### config.mk
export PLATFORM = sky130hd
export DESIGN_NAME = evaluate_taper_flat
export DESIGN_NICKNAME = d
export VERILOG_FILES = /design/src/rtl/evaluate_taper_if.sv /design/src/rtl/evaluate_taper.sv /design/src/flat_wrapper.sv
export SDC_FILE = /design/constraint.sdc
export NUM_CORES = 1
export LEC_CHECK = 0
export CAP_MARGIN = 15
export CORE_MARGIN = 2
export CORE_UTILIZATION = 55
export DETAILED_ROUTE_END_ITERATION = 8
export PLACE_DENSITY_LB_ADDON = 0.08
export SETUP_SLACK_MARGIN = 0.4
export SLEW_MARGIN = 0
export SYNTH_ARGS = -nofsm -noshare
export SYNTH_HDL_FRONTEND = slang
export SYNTH_SLANG_ARGS = --single-unit
### constraint.sdc
create_clock -name clk -period 8.3 [get_ports clk]
set_input_delay 2.075 -clock clk [delete_from_list [all_inputs] [get_ports clk]]
set_output_delay 2.075 -clock clk [all_outputs]
set_load 0.005 [all_outputs]
### src/rtl/evaluate_taper_if.sv
// Bus between the per-feature evaluators / search logic and the evaluate_taper combiner.
// Carries board start, per-term mg/eg pairs with their valids, and the tapered result.
interface evaluate_taper_if #(
    parameter int EVAL_WIDTH = 16,
    parameter int NUM_TERMS  = 4
) ();
    logic                            board_valid;
    logic                            clear_eval;
    logic [4:0]                      phase;
    logic [NUM_TERMS*EVAL_WIDTH-1:0] term_mg;
    logic [NUM_TERMS*EVAL_WIDTH-1:0] term_eg;
    logic [NUM_TERMS-1:0]            term_valid;
    logic [EVAL_WIDTH-1:0]           eval;
    logic                            eval_valid;

    modport master (
        output board_valid, clear_eval, phase, term_mg, term_eg, term_valid,
        input  eval, eval_valid
    );

    modport slave (
        input  board_valid, clear_eval, phase, term_mg, term_eg, term_valid,
        output eval, eval_valid
    );
endinterface

### src/rtl/evaluate_taper.sv
// Collects NUM_TERMS signed mg/eg pairs, sums them and blends by game phase:
// eval = trunc0((mg*phase + eg*(24-phase)) / 24), saturated to EVAL_WIDTH bits.
module evaluate_taper #(
    parameter int EVAL_WIDTH = 16,
    parameter int NUM_TERMS  = 4
) (
    input logic             clk,
    input logic             reset,
    evaluate_taper_if.slave bus
);
    localparam int SW = EVAL_WIDTH + $clog2(NUM_TERMS);
    localparam int PW = SW + 6;
    localparam int CW = $clog2(PW);

    typedef enum logic [2:0] {
        S_IDLE,
        S_COLLECT,
        S_SUM,
        S_MUL,
        S_DIV,
        S_DONE
    } state_t;

    state_t state, state_next;

    logic [4:0]            phase_r;
    logic [NUM_TERMS-1:0]  mask;
    logic [EVAL_WIDTH-1:0] mg_lat [NUM_TERMS];
    logic [EVAL_WIDTH-1:0] eg_lat [NUM_TERMS];
    logic [SW-1:0]         mg_sum, eg_sum;
    logic [PW-1:0]         quo;
    logic [4:0]            rem;
    logic                  neg;
    logic [CW-1:0]         cnt;
    logic [EVAL_WIDTH-1:0] eval_r;
    logic                  eval_valid_r;

    logic                  mask_full;
    logic                  div_last;
    logic [SW-1:0]         mg_acc, eg_acc;
    logic [4:0]            phase_eg;
    logic [PW-1:0]         prod, prod_abs;
    logic [5:0]            trial;
    logic                  ge;
    logic [4:0]            rem_next;
    logic [PW-1:0]         quo_next, q_signed;
    logic                  fits;
    logic [EVAL_WIDTH-1:0] eval_next;

    assign bus.eval       = eval_r;
    assign bus.eval_valid = eval_valid_r;

    assign mask_full = &(mask | bus.term_valid);
    assign div_last  = (cnt == CW'(PW - 1));

    always_ff @(posedge clk or posedge reset) begin
        if (reset) state <= S_IDLE;
        else       state <= state_next;
    end

    always_comb begin
        state_next = state;
        if (bus.clear_eval) begin
            state_next = S_IDLE;
        end else begin
            case (state)
                S_IDLE:    if (bus.board_valid) state_next = S_COLLECT;
                S_COLLECT: if (mask_full)       state_next = S_SUM;
                S_SUM:     state_next = S_MUL;
                S_MUL:     state_next = S_DIV;
                S_DIV:     if (div_last)        state_next = S_DONE;
                S_DONE:    state_next = S_DONE;
                default:   state_next = S_IDLE;
            endcase
        end
    end

    always_comb begin
        mg_acc = '0;
        eg_acc = '0;
        for (int unsigned k = 0; k < NUM_TERMS; k++) begin
            mg_acc = mg_acc + {{(SW-EVAL_WIDTH){mg_lat[k][EVAL_WIDTH-1]}}, mg_lat[k]};
            eg_acc = eg_acc + {{(SW-EVAL_WIDTH){eg_lat[k][EVAL_WIDTH-1]}}, eg_lat[k]};
        end
    end

    // Blend in PW-bit two's complement; the low PW bits of the product are exact.
    always_comb begin
        phase_eg = 5'd24 - phase_r;
        prod     = {{(PW-SW){mg_sum[SW-1]}}, mg_sum} * {{(PW-5){1'b0}}, phase_r}
                 + {{(PW-SW){eg_sum[SW-1]}}, eg_sum} * {{(PW-5){1'b0}}, phase_eg};
        prod_abs = prod[PW-1] ? -prod : prod;
    end

    // One restoring step: remainder stays below 24, so it fits 5 bits between steps.
    always_comb begin
        trial     = {rem, quo[PW-1]};
        ge        = (trial >= 6'd24);
        rem_next  = ge ? 5'(trial - 6'd24) : trial[4:0];
        quo_next  = {quo[PW-2:0], ge};
        q_signed  = neg ? -quo_next : quo_next;
        fits      = (&q_signed[PW-1:EVAL_WIDTH-1]) | ~(|q_signed[PW-1:EVAL_WIDTH-1]);
        eval_next = fits ? q_signed[EVAL_WIDTH-1:0]
                  : (q_signed[PW-1] ? {1'b1, {(EVAL_WIDTH-1){1'b0}}}
                                    : {1'b0, {(EVAL_WIDTH-1){1'b1}}});
    end

    always_ff @(posedge clk or posedge reset) begin
        if (reset) begin
            phase_r      <= '0;
            mask         <= '0;
            mg_sum       <= '0;
            eg_sum       <= '0;
            quo          <= '0;
            rem          <= '0;
            neg          <= 1'b0;
            cnt          <= '0;
            eval_r       <= '0;
            eval_valid_r <= 1'b0;
            for (int unsigned k = 0; k < NUM_TERMS; k++) begin
                mg_lat[k] <= '0;
                eg_lat[k] <= '0;
            end
        end else if (bus.clear_eval) begin
            mask         <= '0;
            eval_valid_r <= 1'b0;
        end else begin
            case (state)
                S_IDLE: begin
                    if (bus.board_valid) begin
                        phase_r <= (bus.phase > 5'd24) ? 5'd24 : bus.phase;
                        mask    <= '0;
                    end
                end
                S_COLLECT: begin
                    for (int unsigned k = 0; k < NUM_TERMS; k++) begin
                        if (bus.term_valid[k] && !mask[k]) begin
                            mg_lat[k] <= bus.term_mg[k*EVAL_WIDTH +: EVAL_WIDTH];
                            eg_lat[k] <= bus.term_eg[k*EVAL_WIDTH +: EVAL_WIDTH];
                            mask[k]   <= 1'b1;
                        end
                    end
                end
                S_SUM: begin
                    mg_sum <= mg_acc;
                    eg_sum <= eg_acc;
                end
                S_MUL: begin
                    quo <= prod_abs;
                    neg <= prod[PW-1];
                    rem <= '0;
                    cnt <= '0;
                end
                S_DIV: begin
                    quo <= quo_next;
                    rem <= rem_next;
                    cnt <= cnt + CW'(1);
                    if (div_last) begin
                        eval_r       <= eval_next;
                        eval_valid_r <= 1'b1;
                    end
                end
                default: ;
            endcase
        end
    end
endmodule
### src/flat_wrapper.sv
// flat-port wrapper written by rule: the top's interface ports become plain ports
module evaluate_taper_flat 
#(
    parameter int EVAL_WIDTH = 16,
    parameter int NUM_TERMS  = 4
)
  (clk, reset, bus_board_valid, bus_clear_eval, bus_phase, bus_term_mg, bus_term_eg, bus_term_valid, bus_eval, bus_eval_valid);
  evaluate_taper_if #(.EVAL_WIDTH(EVAL_WIDTH), .NUM_TERMS(NUM_TERMS)) bus_i ();
  input logic clk;
  input logic reset;
  input wire logic [$bits(bus_i.board_valid)-1:0] bus_board_valid;
  input wire logic [$bits(bus_i.clear_eval)-1:0] bus_clear_eval;
  input wire logic [$bits(bus_i.phase)-1:0] bus_phase;
  input wire logic [$bits(bus_i.term_mg)-1:0] bus_term_mg;
  input wire logic [$bits(bus_i.term_eg)-1:0] bus_term_eg;
  input wire logic [$bits(bus_i.term_valid)-1:0] bus_term_valid;
  output wire logic [$bits(bus_i.eval)-1:0] bus_eval;
  output wire logic [$bits(bus_i.eval_valid)-1:0] bus_eval_valid;
  assign bus_i.board_valid = bus_board_valid;
  assign bus_i.clear_eval = bus_clear_eval;
  assign bus_i.phase = bus_phase;
  assign bus_i.term_mg = bus_term_mg;
  assign bus_i.term_eg = bus_term_eg;
  assign bus_i.term_valid = bus_term_valid;
  assign bus_eval = bus_i.eval;
  assign bus_eval_valid = bus_i.eval_valid;
  evaluate_taper #(.EVAL_WIDTH(EVAL_WIDTH), .NUM_TERMS(NUM_TERMS)) u_core (.clk(clk), .reset(reset), .bus(bus_i));
endmodule
[Yosys cells after proc, flatten, opt, wreduce, memory -nomap -nowiden]
Cells that the tools add are included.
Word-level totals
  flip-flop bits (word level): 228
  bits in latches: 0
  RAM bits: 0
  ROM bits: 0
  input bits: 141
  output and inout bits: 17
  memories: 0
Operators by class
  add/sub/neg operators: 12
  $mul: 2
  divide/modulo/power cells: 0
  order comparisons: 2
  eq/ne operators: 13
  shifts and indexed selects: 0
  muxes and demuxes: 24
  bitwise gates (word level): 4
  reduce and logical (&&, ||, !) cells: 31
Operators with widths (count)
  $add A18 B18 Y18: 4
  $mul A18 B6 Y24: 2
  $mux W24: 2
  $neg A24 Y24: 2
  $pmux W24 S2: 1
  $add A16 B16 Y17: 2
  $reduce_and A3 Y1: 11
  $mux W16: 2
  $add A24 B24 Y24: 1
  $pmux W5 S2: 2
  $ne A3 B2 Y1 const B: 6
  $pmux W3 S6: 1
  $mux W3: 4
  $mux W5: 2
  $reduce_and A9 Y1: 1
  $reduce_or A9 Y1: 1
  $mux W4: 2
  $pmux W4 S2: 1
  $reduce_and A2 Y1: 4
  $mux W1: 7
  $eq A3 B2 Y1 const B: 2
  $eq A3 B3 Y1 const B: 2
  $ge A6 B5 Y1 const B: 1
  $reduce_bool A2 Y1: 3
  15 further kinds: 22

[Logic depth before layout (Yosys ltp)]
  depth in word-level cells: 7
  gate-level depth with buffers: 31
  mapped depth without buffers: 26

[Worst setup path after synthesis]
Ideal clock, no wire load.
  path type: register to register
  from: register u_core.phase_r[0]
  to: register u_core.quo[17]
  setup time: 0.127 ns
  arrival: 7.080 ns
  required time: 8.173 ns
  slack: 1.094 ns
  cell stages (with the launch flop): 28
  path buffers: 4
  period minus slack after synthesis: 7.206 ns
  cell sequence: dfrtp_1 -> clkbuf_1 -> clkbuf_1 -> inv_1 -> ha_1 -> xnor2_1 -> clkbuf_1 -> nand2_1 -> fa_1 -> inv_1 -> fa_1 -> fa_1 -> fa_1 -> inv_1 -> fa_1 -> inv_1 -> ha_1 -> o21a_1 -> or2_2 -> o211ai_1 -> a21oi_1 -> nor4_1 -> nand4_1 -> or3_1 -> clkbuf_1 -> o31ai_1 -> nor3_1 -> nand3b_1
On the way
  cells in the longest elaborated chain, start to end: 6
  elaborated cells between the ends (all ways): 7
RTL lines
  start, declared: RTL line evaluate_taper.sv:26  | logic [4:0] phase_r;
  start signal, assigned: RTL line evaluate_taper.sv:131  | phase_r <= (bus.phase > 5'd24) ? 5'd24 : bus.phase;
  $sub A5 B5 Y5: RTL line evaluate_taper.sv:89  | phase_eg = 5'd24 - phase_r;
  $mul A18 B6 Y24: RTL line evaluate_taper.sv:91  | + {{(PW-SW){eg_sum[SW-1]}}, eg_sum} * {{(PW-5){1'b0}}, phase_eg};
  $add A24 B24 Y24 *: RTL line evaluate_taper.sv:91
  $neg A24 Y24: RTL line evaluate_taper.sv:92  | prod_abs = prod[PW-1] ? -prod : prod;
  $mux W24 *: RTL line evaluate_taper.sv:92
  $pmux W24 S2 *: RTL line evaluate_taper.sv:128  | case (state)
  end signal, assigned: RTL line evaluate_taper.sv:149  | quo <= prod_abs;
  end signal, assigned: RTL line evaluate_taper.sv:155  | quo <= quo_next;
  end, declared: RTL line evaluate_taper.sv:31  | logic [PW-1:0] quo;
Mark *: on every way between the ends. The rest lies on a longest branch, timed or not.
A chain may end at the register's enable or synchronous reset.

[Final worst setup path]
  from: register u_core.phase_r[2]
  to: register u_core.quo[17]
Same word-level chain as after synthesis.

==> flow_metrics.tcl <==
set metrics [dict create \
    status "completed" \
    synth-edff-count 0 \
    gp_congestion 0.863 \
    fin_crit_ns 7.22 \
    rrSetupSlack_ns 1.08 \
    via_per_inst 5.40 \
    dieWidth_um 195 \
    finalSetupTns_ns 0 \
    hold_depth 1 \
    fp-row-count 70 \
    max_freq_mhz 138 \
    synthFlopType "dfrtp_1" \
    required_ns 8.73 \
    dpl_cell_area_mm2 0.0222 \
    syn_avg_cell_area_um2 9.62 \
    crit_path_max_fanout 22 \
    ff2ff_path_depth 21 \
    grt_pass1_vias 15260 \
    antenna_found_initial 0 \
    syn_to_final_growth_pct 14.4 \
    crit_chain "xnor2_1 > nand2_1 > fa_1 > inv_1 > fa_1 > fa_1 > fa_1 > inv_1 > fa_1 > inv_1 > ha_1 > o21a_1 > or2_2 > o211ai_1 > a21oi_1 > nor4_1 > nand4_1 > or3_1 > o31ai_1 > nor3_1 > nand3b_1" \
    drt_wl_total_um 43300 \
    postCtsSetupRepairBufs 0 \
    cts_hold_buf 0 \
    cts.sinks 228 \
    synth_top_family_by_area "adder cells" \
    start_util 0.555 \
    max_stage_delay_ns 0.67 \
    stdcell_count 2715 \
    netlist_top_cells_area "dfrtp_1, fa_1, ha_1" \
    hp-class "flop to flop" \
    cpMostUsedCell "fa_1" \
    cp.arrival_ns 7.66 \
    seq_area_mm2 0.00571 \
    crit_start "u_core.phase_r[2]" \
    antenna-diode-count 0 \
    async_flop_share 1.00 \
    drt-initial-drc-count 578 \
    grt_usage 0.238 \
    postRouteAntennaNets 0 \
    coreArea_mm2 0.0363 \
    dp_hpwl_um 35000 \
    multi_input_area_mm2 0.0129 \
    synth_commonest_cells "inv_1, dfrtp_1, nand2_1" \
    start_kind "flop" \
    dp.cells 2665 \
    path_depth 21 \
    grt.overflow.total 0 \
    hold_viol 0 \
    dieArea_mm2 0.0382 \
    wl_per_cell_um 16.0 \
    finClkSkew_ns 0.0136 \
    path_class "flop to flop" \
    whs_ns 0.489 \
    tightest_slew_ns 1.05 \
    hp-start "u_core.bus.eval[15]" \
    crit_family "adder cells" \
    setup_viol 0 \
    clk_latency_ns 0.56 \
    cts-root-buf "clkbuf_16" \
    die_h_um 195 \
    cp_num_buf_inv 3 \
    clkTransAtPathRegs_ns 0.06 \
    cts.htree.levels 1 \
    synth.most_common_cell "inv_1" \
    yosys.area_share.simple 0.134 \
    cp-end-kind "flop" \
    drive_above_1_share 0.0957 \
    cts_buffers 28 \
    fin_crit_sh 0.870 \
    design_area_mm2 0.0231 \
    drv_cap 0 \
    grt_setup_unrepaired "false" \
    io_buffer_count 157 \
    clockBufferDepth 3 \
    yosysTopAreaCell "dfrtp_1" \
    dr_total_vias 14668 \
    synthAdderAreaFrac 0.275 \
    slew_headroom 0.303 \
    drtPass1Iterations 6 \
    crit_slowest_cell "dfrtp_1" \
    grt_first_pass_wirelength_um 74600 \
    postSynthNetCount 2567 \
    synth-seq-cells 228 \
    drc 0 \
    ys_warn_count 0 \
    muxShareOfSynthArea 0.0747 \
    synth_area_mm2 0.0202 \
    fillCellCount 3039 \
    syn_inst 2096 \
    grt_max_degree 83 \
    io_pins 158 \
    worstReg2RegStart "u_core.phase_r[2]" \
    fin_nets 2698 \
    synthXorXnorAreaFrac 0.0500 \
    finalMaxSlewViolations 0 \
    cts_tree "built" \
    synth_compound_area_frac 0.105 \
    synth_top_area_share 0.283 \
    yosysUniqueCellTypes 68 \
    ctsResizeCount 0 \
    seq_area_frac_synth 0.283 \
]
-- cells in the final DEF (no fill, tap or decap), types with 29 or more instances in the layout --
| cell | Yosys | routed |
|---|---|---|
| a21oi_1 | 73 | 73 |
| xor2_1 | 50 | 50 |
| and2_1 | 83 | 83 |
| inv_1 | 348 | 347 |
| fa_1 | 188 | 188 |
| nand3_1 | 34 | 34 |
| ha_1 | 142 | 142 |
| mux2_2 | 131 | 131 |
| nor2_1 | 67 | 66 |
| dfrtp_1 | 228 | 228 |
| xnor2_1 | 65 | 65 |
| nor3_1 | 30 | 29 |
| nand2_1 | 199 | 198 |
| clkdlybuf4s50_1 | 0 | 157 |
| o21ai_0 | 98 | 98 |
-- per-layer routing --
metal  vias to the layer above  track usage  part of all wire
met5                         -            0                 0
met4                         0       0.0489             0.019
met3                        57       0.0347             0.042
met2                       298        0.399              0.47
met1                      7169        0.331              0.47
li1                       7144            -                 -
-- worst paths after layout --
| check | end |
|---|---|
| min | u_core.bus.eval[15] |
| min reg2reg | u_core.bus.eval[15] |
| max reg2reg | u_core.quo[17] |
| min in group asynchronous | u_core.eg_lat[61] |
| max | u_core.quo[17] |
| max in group asynchronous | u_core.quo[18] |
-- through the flow --
step           worst slack (ns)   util
3_3_place_gp               1.36  0.610
3_5_place_dp               1.17  0.610
5_1_grt                   0.598  0.634
6_report                   1.08  0.634
4_1_cts                    1.13  0.634
2_1_floorplan              1.09      -
-- cell families after synthesis --
family                     after synthesis
xor gates and xnor gates               115
buffers and inverters                  420
DFF                                    228
adders and majority gates              330
muxes                                  134
and+or+nand+nor                        541
AOI/OAI and AO/OA                      328
-- sequential cells by signal (all words and copies together) (netlist names) --
signal                 count
u_core.eg_lat             64
u_core.bus.eval           16
u_core.bus.eval_valid      1
u_core.phase_r             5
u_core.mg_lat             64
u_core.eg_sum             18
u_core.cnt                 5
u_core.rem                 5
u_core.state               3
u_core.mask                4
u_core.mg_sum             18
u_core.neg                 1
u_core.quo                24
-- final cells by class --
cell class,count,area share
Tap cell,468,0.0254
Timing Repair Buffer,173,0.0734
Clock buffer,41,0.0342
Sequential cell,228,0.247
Inverter,348,0.0568
Clock inverter,9,0.00429
Multi-Input combinational cell,1448,0.558
Power is not shown: default switching activity piles up to over one toggle a cycle in this logic, so the estimate is an artifact.
